===== src/rtl/fifo_wr_arbiter.sv =====
// Round-robin burst arbiter in front of a synchronous FIFO write port.
// A burst is granted only when the FIFO already has room for every beat of it.
module fifo_wr_arbiter #(
  parameter int unsigned NUM_REQ    = 4,
  parameter int unsigned REQ_PTR    = 2,
  parameter int unsigned FIFO_PTR   = 4,
  parameter int unsigned FIFO_WIDTH = 8,
  parameter int unsigned FIFO_DEPTH = 16
) (
  input  logic                               fifo_clk,
  input  logic                               rst_n,
  input  logic [NUM_REQ-1:0]                 req,
  input  logic [NUM_REQ*(FIFO_PTR+1)-1:0]    req_len,
  input  logic [NUM_REQ-1:0]                 req_valid,
  input  logic [NUM_REQ*FIFO_WIDTH-1:0]      req_data,
  input  logic [FIFO_PTR:0]                  fifo_room_avail,
  output logic [NUM_REQ-1:0]                 gnt,
  output logic [NUM_REQ-1:0]                 gnt_beat,
  output logic [NUM_REQ-1:0]                 burst_done,
  output logic                               fifo_wren,
  output logic [FIFO_WIDTH-1:0]              fifo_wrdata,
  output logic                               busy
);

  localparam int unsigned LEN_W = FIFO_PTR + 1;

  typedef enum logic [0:0] {
    ST_IDLE  = 1'b0,
    ST_BURST = 1'b1
  } state_e;

  state_e                    state_q, state_d;
  logic [NUM_REQ-1:0]        gnt_q, gnt_d;
  logic [REQ_PTR-1:0]        rr_ptr_q, rr_ptr_d;
  logic [REQ_PTR-1:0]        sel_q, sel_d;
  logic [LEN_W-1:0]          cnt_q, cnt_d;

  logic [NUM_REQ-1:0][LEN_W-1:0] len_eff;
  logic                          win_found;
  logic [REQ_PTR-1:0]            win_idx;
  logic                          sel_valid;

  // Zero-length requests mean one beat; longer than the FIFO is clamped to its depth.
  always_comb begin : len_clamp
    for (int unsigned i = 0; i < NUM_REQ; i++) begin
      len_eff[i] = req_len[i*LEN_W +: LEN_W];
      if (len_eff[i] == '0) begin
        len_eff[i] = LEN_W'(1);
      end else if (len_eff[i] > LEN_W'(FIFO_DEPTH)) begin
        len_eff[i] = LEN_W'(FIFO_DEPTH);
      end
    end
  end

  // First active request at or after rr_ptr, wrapping at NUM_REQ.
  always_comb begin : rr_search
    int unsigned idx;
    idx       = 0;
    win_found = 1'b0;
    win_idx   = '0;
    for (int unsigned k = 0; k < NUM_REQ; k++) begin
      idx = 32'(rr_ptr_q) + k;
      if (idx >= NUM_REQ) begin
        idx = idx - NUM_REQ;
      end
      if (!win_found && req[REQ_PTR'(idx)]) begin
        win_found = 1'b1;
        win_idx   = REQ_PTR'(idx);
      end
    end
  end

  always_comb begin : fsm_comb
    state_d     = state_q;
    gnt_d       = gnt_q;
    rr_ptr_d    = rr_ptr_q;
    sel_d       = sel_q;
    cnt_d       = cnt_q;
    gnt_beat    = '0;
    burst_done  = '0;
    fifo_wren   = 1'b0;
    fifo_wrdata = '0;
    sel_valid   = req_valid[sel_q];

    case (state_q)
      ST_IDLE: begin
        // No fallback to a smaller request when the winner does not fit: prevents starvation.
        if (win_found && (len_eff[win_idx] <= fifo_room_avail)) begin
          state_d  = ST_BURST;
          gnt_d    = NUM_REQ'(1) << win_idx;
          sel_d    = win_idx;
          cnt_d    = len_eff[win_idx];
          rr_ptr_d = (32'(win_idx) == NUM_REQ - 1) ? '0 : win_idx + REQ_PTR'(1);
        end
      end
      ST_BURST: begin
        fifo_wren       = sel_valid;
        fifo_wrdata     = req_data[32'(sel_q)*FIFO_WIDTH +: FIFO_WIDTH];
        gnt_beat[sel_q] = sel_valid;
        if (sel_valid) begin
          cnt_d = cnt_q - LEN_W'(1);
          if (cnt_q == LEN_W'(1)) begin
            burst_done[sel_q] = 1'b1;
            state_d           = ST_IDLE;
            gnt_d             = '0;
          end
        end else if (!req[sel_q]) begin
          state_d = ST_IDLE;
          gnt_d   = '0;
        end
      end
      default: begin
        state_d = ST_IDLE;
        gnt_d   = '0;
      end
    endcase
  end

  always_ff @(posedge fifo_clk or negedge rst_n) begin : state_reg
    if (!rst_n) begin
      state_q  <= ST_IDLE;
      gnt_q    <= '0;
      rr_ptr_q <= '0;
      sel_q    <= '0;
      cnt_q    <= '0;
    end else begin
      state_q  <= state_d;
      gnt_q    <= gnt_d;
      rr_ptr_q <= rr_ptr_d;
      sel_q    <= sel_d;
      cnt_q    <= cnt_d;
    end
  end

  assign gnt  = gnt_q;
  assign busy = (state_q == ST_BURST);

endmodule

===== config.mk =====
export PLATFORM = sky130hd
export DESIGN_NAME = fifo_wr_arbiter
export DESIGN_NICKNAME = d
export VERILOG_FILES = /design/src/rtl/fifo_wr_arbiter.sv
export SDC_FILE = /design/constraint.sdc
export NUM_CORES = 1
export LEC_CHECK = 0
export BUFFER_PORTS_ARGS = -buffer_cell sky130_fd_sc_hd__buf_4
export CAP_MARGIN = 0
export CORE_MARGIN = 1.5
export CORE_UTILIZATION = 45
export DETAILED_ROUTE_END_ITERATION = 16
export PLACE_DENSITY = 0.85
export SLEW_MARGIN = 20
export SYNTH_ARGS = -nofsm -noshare
export SYNTH_HDL_FRONTEND = slang
export SYNTH_SLANG_ARGS = --single-unit
export TNS_END_PERCENT = 30

===== constraint.sdc =====
create_clock -name fifo_clk -period 3.7 [get_ports fifo_clk]
set_clock_uncertainty 0.2 [all_clocks]
set_input_delay 0.74 -clock fifo_clk [delete_from_list [all_inputs] [get_ports fifo_clk]]
set_output_delay 0.74 -clock fifo_clk [all_outputs]
set_load 0.05 [all_outputs]

==> results of run 1 <==
synthesized netlist by cell type, drive strengths merged (4+ instances only):
library cell	n
nand2b	10
inv	18
o21ai	6
ha	11
dfrtp	14
mux4	11
a21oi	7
nor3	7
buf	4
or2	4
and2	8
nor2	14
nand2	9
o32ai	6
a22o	4
o211a	4
clkbuf	4
cell families (layout without fill, tap and decap cells):
| family | after synthesis | count (layout) | synth area share |
|---|---|---|---|
| buffers and inverters | 26 | 137 | 0.0679 |
| adder cells (fa/ha/maj) | 11 | 11 | 0.0839 |
| AND/OR/NAND/NOR | 64 | 64 | 0.220 |
| flip-flops | 14 | 14 | 0.214 |
| multiplexers | 17 | 17 | 0.192 |
| AO/OA/AOI/OAI | 43 | 43 | 0.222 |
per-layer routing:
metal	GRT usage	wire [µm]	vias to the layer above
met5	0	0	-
met4	0.0788	72	0
met3	0.0429	289	7
met2	0.459	2590	65
met1	0.282	1940	859
li1	-	-	883
power by group through the flow:
stage	combinational [mW]	sequential, mW	clock (mW)
2_1_floorplan	0.979	0.330	0
3_3_place_gp	1.45	0.298	0
3_5_place_dp	1.48	0.303	0
4_1_cts	1.49	0.299	0.0874
5_1_grt	1.63	0.312	0.0905
6_report	1.51	0.301	0.0858
worst paths after layout:
check                                   startpoint  depth (start not counted)                       to  slack [ns]
setup / recovery                            req[2]                         12     cnt_q[4]$_DFFE_PN0P_        0.14
hold / removal                               rst_n                          1  rr_ptr_q[1]$_DFFE_PN0P_        0.09
setup reg to reg           rr_ptr_q[1]$_DFFE_PN0P_                         11     cnt_q[4]$_DFFE_PN0P_        0.23
hold reg to reg                 gnt[3]$_DFFE_PN0P_                          1       gnt[3]$_DFFE_PN0P_        0.31
max in group asynchronous                    rst_n                          1     cnt_q[0]$_DFFE_PN0P_        3.04
min in group fifo_clk           gnt[3]$_DFFE_PN0P_                          1       gnt[3]$_DFFE_PN0P_        0.31
area by class of cell:
type | instances | area, µm² | share of cell area
clock buffers | 3 | 22.5 | 0.00871
repair buffers | 116 | 871 | 0.337
multi-input cells | 135 | 1220 | 0.470
well taps | 46 | 57.6 | 0.0223
flip-flops and latches | 14 | 350 | 0.136
inverters | 18 | 67.6 | 0.0261
critical path: cells and delay by family:
family / cells / cell delay, ns
AO/OA/AOI/OAI: 5 / 1.07
adder cells (fa/ha/maj): 1 / 0.27
buffers and inverters: 2 / 0.30
multiplexers: 1 / 0.20
AND/OR/NAND/NOR: 3 / 0.95
state kept, by name, summed over array words and instances, names as in the netlist:
signal / flops
cnt_q: 5
busy: 1
rr_ptr_q: 2
gnt: 4
sel_q: 2
timing repair:
item,in CTS,in global routing
hold endpoints to repair,0,0
gates resized for setup,0,8
hold buffers,0,0
setup buffers,0,0
setup endpoints to repair,0,12
through the flow:
stage               utilization  hold WS (ns)  TNS (ns)
finish                    0.757        0.0904         0
global route              0.757        0.0987         0
CTS                       0.746        0.0902         0
detailed placement        0.739         0.290     -2.57
global placement          0.739         0.298     -1.26
floorplan                     -         0.244         0
==> results.md, run 1 <==
- Largest net degree at the start of global routing: 16
- Vias in the first global route: around 1800
- Layout Cells excl Fill: about 330
- Die width: 63.4 µm
- Antenna cells: 0
- IO Pins: 89
- NumNets Final: roughly 370
- GRT overflow: 0
- Final worst-path cycle share: 0.961
- Max Cap Viol: 0
- Syn Std Cell Area: 1640 µm²
- Filler cell count: between 200 and 300
- Comb pwr share: 0.796
- Initial antenna violation count: 0
- Syn Inst Count: 175
- Die area: ~4000 µm²
- Required @ worst endpoint: between 3 and 4 ns
- Highest cell delay on the worst timing path: between 0.5 and 0.6 ns
- TritonCTS Buffers: 3
- Global-route wire length before repair: 7940 µm
- Post-Syn Nets: 253
- Synth area leaders: dfrtp_1 (21%), mux4_2 (14%), ha_1 (8.4%)
- Total power: about 1.9 mW
- Switching power: slightly below 1 mW
- Slowest stage cell on the critical path: or4_1
- Synth Warn #: 0
- Min-Delay Path Class: primary input to async pin
- CP Launch Type: primary input
- F_max: 0.281 GHz
- Commonest non-fill, non-tap cell in the layout: buf_4
- Leak pwr: around 1.3 nW
- Initial drt markers: 34
- Crit end category: flip-flop
- Mapped Avg Cell Area: 9.37 µm²
- FP Rows: 21
- Post-Place Cell Area: approximately 2500 µm²
- GRT Total Usage: 0.246
- Sink Count: 14
- Sequential Power Share: 0.158
- Total Routed Length: just under 5000 µm
- Residual DRC: 0
- RSZ-0062 raised after global routing: false
- Most frequent cells in the layout: buf_4 (116), inv_1 (17), dfrtp_1 (14)
- P per Cell Area: between 700 and 800 nW/µm²
- Total placed cells including tap cells: 329
- Clk root buf: clkbuf_4
- Clock latency on the worst-skew pair: approximately 0.28 ns
- Clock slew at reported path FFs: roughly 0.08 ns
- Layout area overhead: 57.6%
- Vias: approximately 1800
- CTS tree: built
- Synthesized flop and latch total: 14
- Max-slew headroom: 0.543
- Maximum vdd drop: ~0.44 mV
- Layout cells sized above 1: 0.521
- Core Area: 3420 µm²
- Pint: between 0.9 and 1 mW
- Post-synthesis async set-or-reset flop share: 1.00
- Via-to-Cell Ratio: approximately 5.5
- Top FF cell, synth: dfrtp_1
- Antenna-violating nets left: 0
- Final WS setup: around 0.14 ns
- Place WS: -0.274 ns
- WL/cell: between 10 and 15 µm
- Post-synth top area cell: dfrtp_1
- Routability congestion estimate: between 0.8 and 0.9
- Netlist cell types: between 40 and 50
- Share of the synthesized area in the top cell type: 0.214
- Tightest Pin Transition: 0.679 ns
- Clk pwr share: 0.045
- Arr. time, crit path: between 3 and 4 ns
- Die H: 63.4 µm
- Seq/Total Area, Yosys: 0.214
- Most frequent CP cell: buf_4
- 1st-pass router iterations: 4
- Outcome: finished clean
- CP Class: primary input to flip-flop
- Final min period: 3.56 ns
- Final Setup Violations: 0
- Crit path cell chain: buf_4 > mux2i_1 > o22ai_1 > buf_4 > or4_1 > o311a_2 > or2_1 > ha_1 > and4_1 > a22oi_2 > o21ai_1 > o221a_1
- EDFF count, synth: 0
- Initial Util: 0.480
- Finished layout cell area: 2580 µm²
- H-tree levels: 1
- HPWL Detailed: between 4000 and 5000 µm
- CP max FO: 9
- Slew Limit Fails: 0
- Net Sw Frac: 0.508
- Buffers on Ports: a little under 90
- Clock Tree Buf Depth: 2
- Fin. Hold Viols: 0
No activity file was read; power rests on OpenSTA's default activity.
==> run 2, diff against run 1 <==
--- a/config.mk
+++ b/config.mk
@@ -7,8 +7,10 @@
 export LEC_CHECK = 0
 export BUFFER_PORTS_ARGS = -buffer_cell sky130_fd_sc_hd__buf_4
 export CAP_MARGIN = 0
+export CELL_PAD_IN_SITES_DETAIL_PLACEMENT = 2
+export CELL_PAD_IN_SITES_GLOBAL_PLACEMENT = 2
 export CORE_MARGIN = 1.5
-export CORE_UTILIZATION = 45
+export CORE_UTILIZATION = 25
 export DETAILED_ROUTE_END_ITERATION = 16
 export PLACE_DENSITY = 0.85
 export SLEW_MARGIN = 20
==> run 2 against run 1 <==
  * The run now ends with negative setup slack left
  * Count of clock-buffer cells in the layout did not move
  * Via count is 1.7% higher
  * Power rose by 8.9%
  * Cell area grew 3.3%
  * Cell count up 9.6%
  * Fmax down 3.9%
  * Non-clock buffer count rose by 1
  * Hold slack gained 0.050 ns
  * Critical endpoint is now sel_q[1]$_DFFE_PN0P_
  * Largest power group unchanged
==> results.md, run 2 (synthesized netlist as in run 1, its figures left out) <==
- H-tree levels: 1 (unchanged)
- Die area: 7060 µm² (+76%)
- Fin. Hold Viols: 0 (unchanged)
- Leak pwr: 1.32 nW (+1.0%)
- GRT overflow: 0 (unchanged)
- 1st-pass router iterations: 4 (unchanged)
- Layout area overhead: 62.9%
- Setup TNS: -0.00139 ns (-0.00139 ns)
- Initial Util: 0.258 (-0.222)
- Routability congestion estimate: 0.791 (-9.8%)
- CP max FO: 5 (-4)
- Critical path depth: 16 (+4)
- Arr. time, crit path: 3.59 ns (+0.06 ns)
- Vias in the first global route: 2144 (+18%)
- Util after Layout: 0.421 (-0.336)
- TritonCTS Buffers: 3 (unchanged)
- CTS tree: built
- Most frequent cells in the layout: buf_4 (117), inv_1 (17), dfrtp_1 (14)
- Vias: 1845 (+1.7%)
- RSZ-0062 raised after global routing: true
- FP Rows: 29 (+38%)
- Max Cap Viol: 0 (unchanged)
- Residual DRC: 0 (unchanged)
- Required @ worst endpoint: 3.59 ns (-0.08 ns)
- Final WS setup: -0.00139 ns (-0.145 ns)
- Crit path cell chain: buf_4 > buf_4 > nor2b_4 > a221oi_4 > nor2_4 > inv_1 > buf_4 > o311a_1 > or2_1 > ha_1 > nor2b_1 > o31ai_2 > a22oi_2 > buf_4 > o21ai_0 > o21ai_0
- Maximum vdd drop: 0.335 mV (-23%)
- HPWL Detailed: 5610 µm (+36%)
- Max-slew headroom: 0.480 (-0.0629)
- P per Cell Area: 775 nW/µm² (+5.3%)
- R2R cell count: 12 (+1)
- Final Setup Violations: 1 (+1)
- Tightest Pin Transition: 0.772 ns (+0.0933 ns)
- Largest net degree at the start of global routing: 16 (unchanged)
- Final worst-path cycle share: 1.00 (+0.0393)
- Clock Tree Buf Depth: 2 (unchanged)
- Buffers on Ports: 88 (unchanged)
- Outcome: finished with violations
- GRT Total Usage: 0.192 (-0.0539)
- Hold buffer count at cts: 0 (unchanged)
- Finished layout cell area: 2670 µm² (+3.3%)
- Most frequent CP cell: buf_4
- Min-Delay Path Class: primary input to async pin
- Failing checks: negative setup slack
- Die width: 84 µm (+33%)
- Filler cell count: 704 (+170%)
- NumNets Final: 367 (+0.27%)
- Clock latency on the worst-skew pair: 0.24 ns (-0.04 ns)
- Layout cells sized above 1: 0.533 (+0.0121)
- Via-to-Cell Ratio: 5.07 (-7.2%)
- Initial drt markers: 50 (+47%)
- Crit end category: flip-flop
- Global-route wire length before repair: 11000 µm (+38%)
- Largest reg by FF count: cnt_q
- Initial antenna violation count: 0 (unchanged)
- F_max: 0.270 GHz (-3.9%)
- Core Area: 6350 µm² (+86%)
- Highest cell delay on the worst timing path: 0.35 ns (-0.16 ns)
- Max reg flops: 5 (unchanged)
- Final min period: 3.70 ns (+0.145 ns)
- Die H: 84 µm (+33%)
- WL/cell: 18.5 µm (+26%)
- Slew Limit Fails: 0 (unchanged)
- IO Pins: 89 (unchanged)
- Crit path buffers/inverters: 5 (+3)
- Antenna cells: 0 (unchanged)
- Clock slew at reported path FFs: 0.06 ns (-0.02 ns)
- Clk root buf: clkbuf_8
- CP Class: primary input to flip-flop
- Post-Place Cell Area: 2560 µm² (+1.5%)
- Slowest stage cell on the critical path: a221oi_4
- Sink Count: 14 (unchanged)
- CP Launch Type: primary input
- Total Routed Length: 6740 µm (+38%)
- Antenna-violating nets left: 0 (unchanged)
- Commonest non-fill, non-tap cell in the layout: buf_4
- Worst path top cell family by delay: compound AO/OA/AOI/OAI gates
run 2: final cells by class:
type	instances	area [µm²]	area share
tap	77	96.3	0.0361
clock buffer	3	41.3	0.0155
multi-input combinational	135	1240	0.463
inverter	18	67.6	0.0253
sequential	14	350	0.131
timing repair buffer	117	878	0.329
run 2: power by group:
group / switching (mW) / total, mW / leakage (nW) / internal [mW]
clock: 0.0537 / 0.126 / 0.0216 / 0.0720
sequential: 0.0757 / 0.302 / 0.172 / 0.227
combinational: 0.937 / 1.64 / 1.13 / 0.705
run 2: path summary, 6_finish.rpt:
kind,from,end,slack (ns)
max,req[2],sel_q[1]$_DFFE_PN0P_,-0.001
min,rst_n,sel_q[1]$_DFFE_PN0P_,0.14
max reg2reg,rr_ptr_q[1]$_DFFE_PN0P_,sel_q[1]$_DFFE_PN0P_,0.15
min reg2reg,gnt[2]$_DFFE_PN0P_,gnt[2]$_DFFE_PN0P_,0.30
max in group asynchronous,rst_n,sel_q[0]$_DFFE_PN0P_,2.98
min in group fifo_clk,gnt[2]$_DFFE_PN0P_,gnt[2]$_DFFE_PN0P_,0.30
run 2: through the flow:
| stage | hold slack [ns] | cells | power (mW) | setup slack, ns |
|---|---|---|---|---|
| floorplan | 0.244 | 175 | 1.31 | 0.155 |
| global placement | 0.292 | 360 | 1.80 | -0.354 |
| detailed placement | 0.292 | 360 | 1.87 | -0.550 |
| CTS | 0.146 | 364 | 2.05 | 0.0212 |
| global route | 0.143 | 364 | 2.23 | -0.103 |
| finish | 0.140 | 364 | 2.07 | -0.00139 |
run 2: routing by layer:
metal  up-vias  wire length (µm)  GRT usage
met5         -                 0          0
met1       901              2690      0.226
met2        49              3730      0.372
li1        885                 -          -
met4         0               129     0.0373
met3        10               185     0.0237
run 2: repair_timing:
| action | 4_1_cts | 5_1_grt |
|---|---|---|
| pin swaps | 1 | 2 |
| buffers inserted | 1 | 0 |
| endpoints found under the hold margin | 0 | 0 |
| resized for setup | 7 | 6 |
| endpoints found under the setup margin | 13 | 13 |
==> run 3, diff against run 2 <==
==> constraint.sdc (replaced) <==
create_clock -name fifo_clk -period 3.7 [get_ports fifo_clk]
set_clock_uncertainty 0.2 [all_clocks]
set_input_delay 1.11 -clock fifo_clk [delete_from_list [all_inputs] [get_ports fifo_clk]]
set_output_delay 1.11 -clock fifo_clk [all_outputs]
set_load 0.05 [all_outputs]
==> run 3 against run 2 <==
  * The flow still finishes with violations (negative setup slack)
  * Die area unchanged
  * Core utilization increased by 5.8 points
  * Cell count increased by 5.5%
  * Power increased by 21%
  * Global-route usage increased by 3.6 points
  * Critical path type unchanged
  * Largest cell class unchanged
==> results.md, run 3 (synthesized netlist as in run 1, its figures left out) <==
- Min-Delay Path Class: flip-flop to flip-flop
- Max Cap Viol: 0 (unchanged)
- Outcome: finished with violations
- Place WS: -0.632 ns (-0.0823 ns)
- Clock slew at reported path FFs: 0.06 ns (about the same)
- Arr. time, crit path: 3.93 ns (+0.34 ns)
- Maximum vdd drop: 0.394 mV (+18%)
- RSZ-0062 raised after global routing: true
- CP Class: primary input to flip-flop
- Highest cell delay on the worst timing path: 0.38 ns (+0.03 ns)
- Max reg flops: 5 (unchanged)
- HPWL Detailed: 5720 µm (+2.0%)
- Global-route wire length before repair: 12500 µm (+14%)
- Layout Cells excl Fill: 384 (+5.5%)
- CP max FO: 4 (-1)
- Vias in the first global route: 2245 (+4.7%)
- Antenna cells: 0 (unchanged)
- Die width: 84 µm (unchanged)
- Core Area: 6350 µm² (unchanged)
- NumNets Final: 386 (+5.2%)
- TritonCTS Buffers: 3 (unchanged)
- Clk root buf: clkbuf_8
- Buffers on Ports: 88 (unchanged)
- F_max: 0.249 GHz (-7.9%)
- Commonest non-fill, non-tap cell in the layout: buf_4
- CTS tree: built
- Initial drt markers: 39 (-22%)
- Final min period: 4.02 ns (+0.318 ns)
- Max-slew headroom: 0.667 (+0.188)
- Fin Hold WS: 0.325 ns (+0.185 ns)
- GRT Total Usage: 0.229 (+0.0363)
- P per Cell Area: 822 nW/µm² (+6.1%)
- Slowest stage cell on the critical path: a221oi_4
- WL/cell: 22.6 µm (+22%)
- FP Rows: 29 (unchanged)
- Die area: 7060 µm² (unchanged)
- CP Launch Type: primary input
- Sink Count: 14 (unchanged)
- Antenna-violating nets left: 0 (unchanged)
- Initial antenna violation count: 0 (unchanged)
- Die H: 84 µm (unchanged)
- Setup TNS: -2.08 ns (-2.08 ns)
- Initial Util: 0.258 (unchanged)
- H-tree levels: 1 (unchanged)
- Worst path top cell family by delay: compound AO/OA/AOI/OAI gates
- Final worst-path cycle share: 1.09 (+0.0858)
- 1st-pass router iterations: 4 (unchanged)
- IO Pins: 89 (unchanged)
- Crit path cell chain: buf_8 > buf_6 > buf_6 > a221oi_4 > buf_6 > o32ai_1 > o32ai_1 > buf_4 > inv_1 > ha_1 > o211a_1 > o31ai_2 > a22oi_2 > buf_6 > buf_6 > o211ai_1 > o311ai_2
- Largest reg by FF count: cnt_q
- Final WS setup: -0.319 ns (-0.318 ns)
- Crit end category: flip-flop
- Total Routed Length: 8670 µm (+29%)
- Vias: 2028 (+9.9%)
- Via-to-Cell Ratio: 5.28 (+4.2%)
- Layout cells sized above 1: 0.622 (+0.0890)
- Clock latency on the worst-skew pair: 0.25 ns (about the same)
- Most frequent cells in the layout: buf_4 (128), inv_1 (14), dfrtp_1 (14)
- Leak pwr: 1.47 nW (+11%)
- Failing checks: negative setup slack
- Final Setup Violations: 14 (+13)
- Fin. Hold Viols: 0 (unchanged)
- Routability congestion estimate: 0.787 (-0.48%)
- Crit path buffers/inverters: 8 (+3)
- Total placed cells including tap cells: 369 (+2.5%)
- Clock Tree Buf Depth: 2 (unchanged)
- Tightest Pin Transition: 0.499 ns (-0.273 ns)
- Largest net degree at the start of global routing: 16 (unchanged)
- Residual DRC: 0 (unchanged)
- Slew Limit Fails: 0 (unchanged)
- Layout area overhead: 85.3%
- Required @ worst endpoint: 3.61 ns (+0.02 ns)
- GRT overflow: 0 (unchanged)
- Most frequent CP cell: buf_6
## run 3: cell type report
class | count | area, µm²
clock buffer | 4 | 55.1
tap | 77 | 96.3
timing repair buffer | 136 | 1060
sequential | 14 | 350
multi-input combinational | 135 | 1410
inverter | 18 | 67.6
fill | 672 | 3310
## run 3: where the power goes
part | switching [mW] | internal [mW]
logic | 1.11 | 0.906
clock network | 0.0615 | 0.0945
registers | 0.0993 | 0.226
## run 3: what timing repair did
item | in CTS | in global routing
resized for setup | 20 | 19
cloned | 0 | 0
endpoints found under the setup margin | 14 | 14
hold buffers | 0 | 0
pin swaps | 15 | 11
setup buffers | 9 | 2
## run 3: per-stage QoR
stage	utilization	power (mW)	area, µm²
2_1_floorplan	-	1.39	1720
3_3_place_gp	0.425	1.91	2700
3_5_place_dp	0.425	2.01	2700
4_1_cts	0.460	2.31	2920
5_1_grt	0.479	2.64	3040
6_report	0.479	2.50	3040
## run 3: path summary, 6_finish.rpt
kind                                         startpoint                   end  slack, ns  cells past startpoint
min in group asynchronous                         rst_n  cnt_q[2]$_DFFE_PN0P_       0.50                      1
worst max-delay path                             req[2]  cnt_q[0]$_DFFE_PN0P_      -0.32                     17
worst min-delay path                 gnt[1]$_DFFE_PN0P_    gnt[1]$_DFFE_PN0P_       0.32                      1
worst min register to register       gnt[1]$_DFFE_PN0P_    gnt[1]$_DFFE_PN0P_       0.32                      1
max in group asynchronous                         rst_n  cnt_q[0]$_DFFE_PN0P_       2.62                      1
worst max register to register  rr_ptr_q[1]$_DFFE_PN0P_  cnt_q[0]$_DFFE_PN0P_       0.04                     12
## run 3: per-layer routing
layer,routed length [µm],track usage,vias to the layer above
li1,-,-,925
met5,0,0,-
met4,206,0.0507,0
met3,324,0.0317,16
met1,3400,0.263,1020
met2,4740,0.444,67
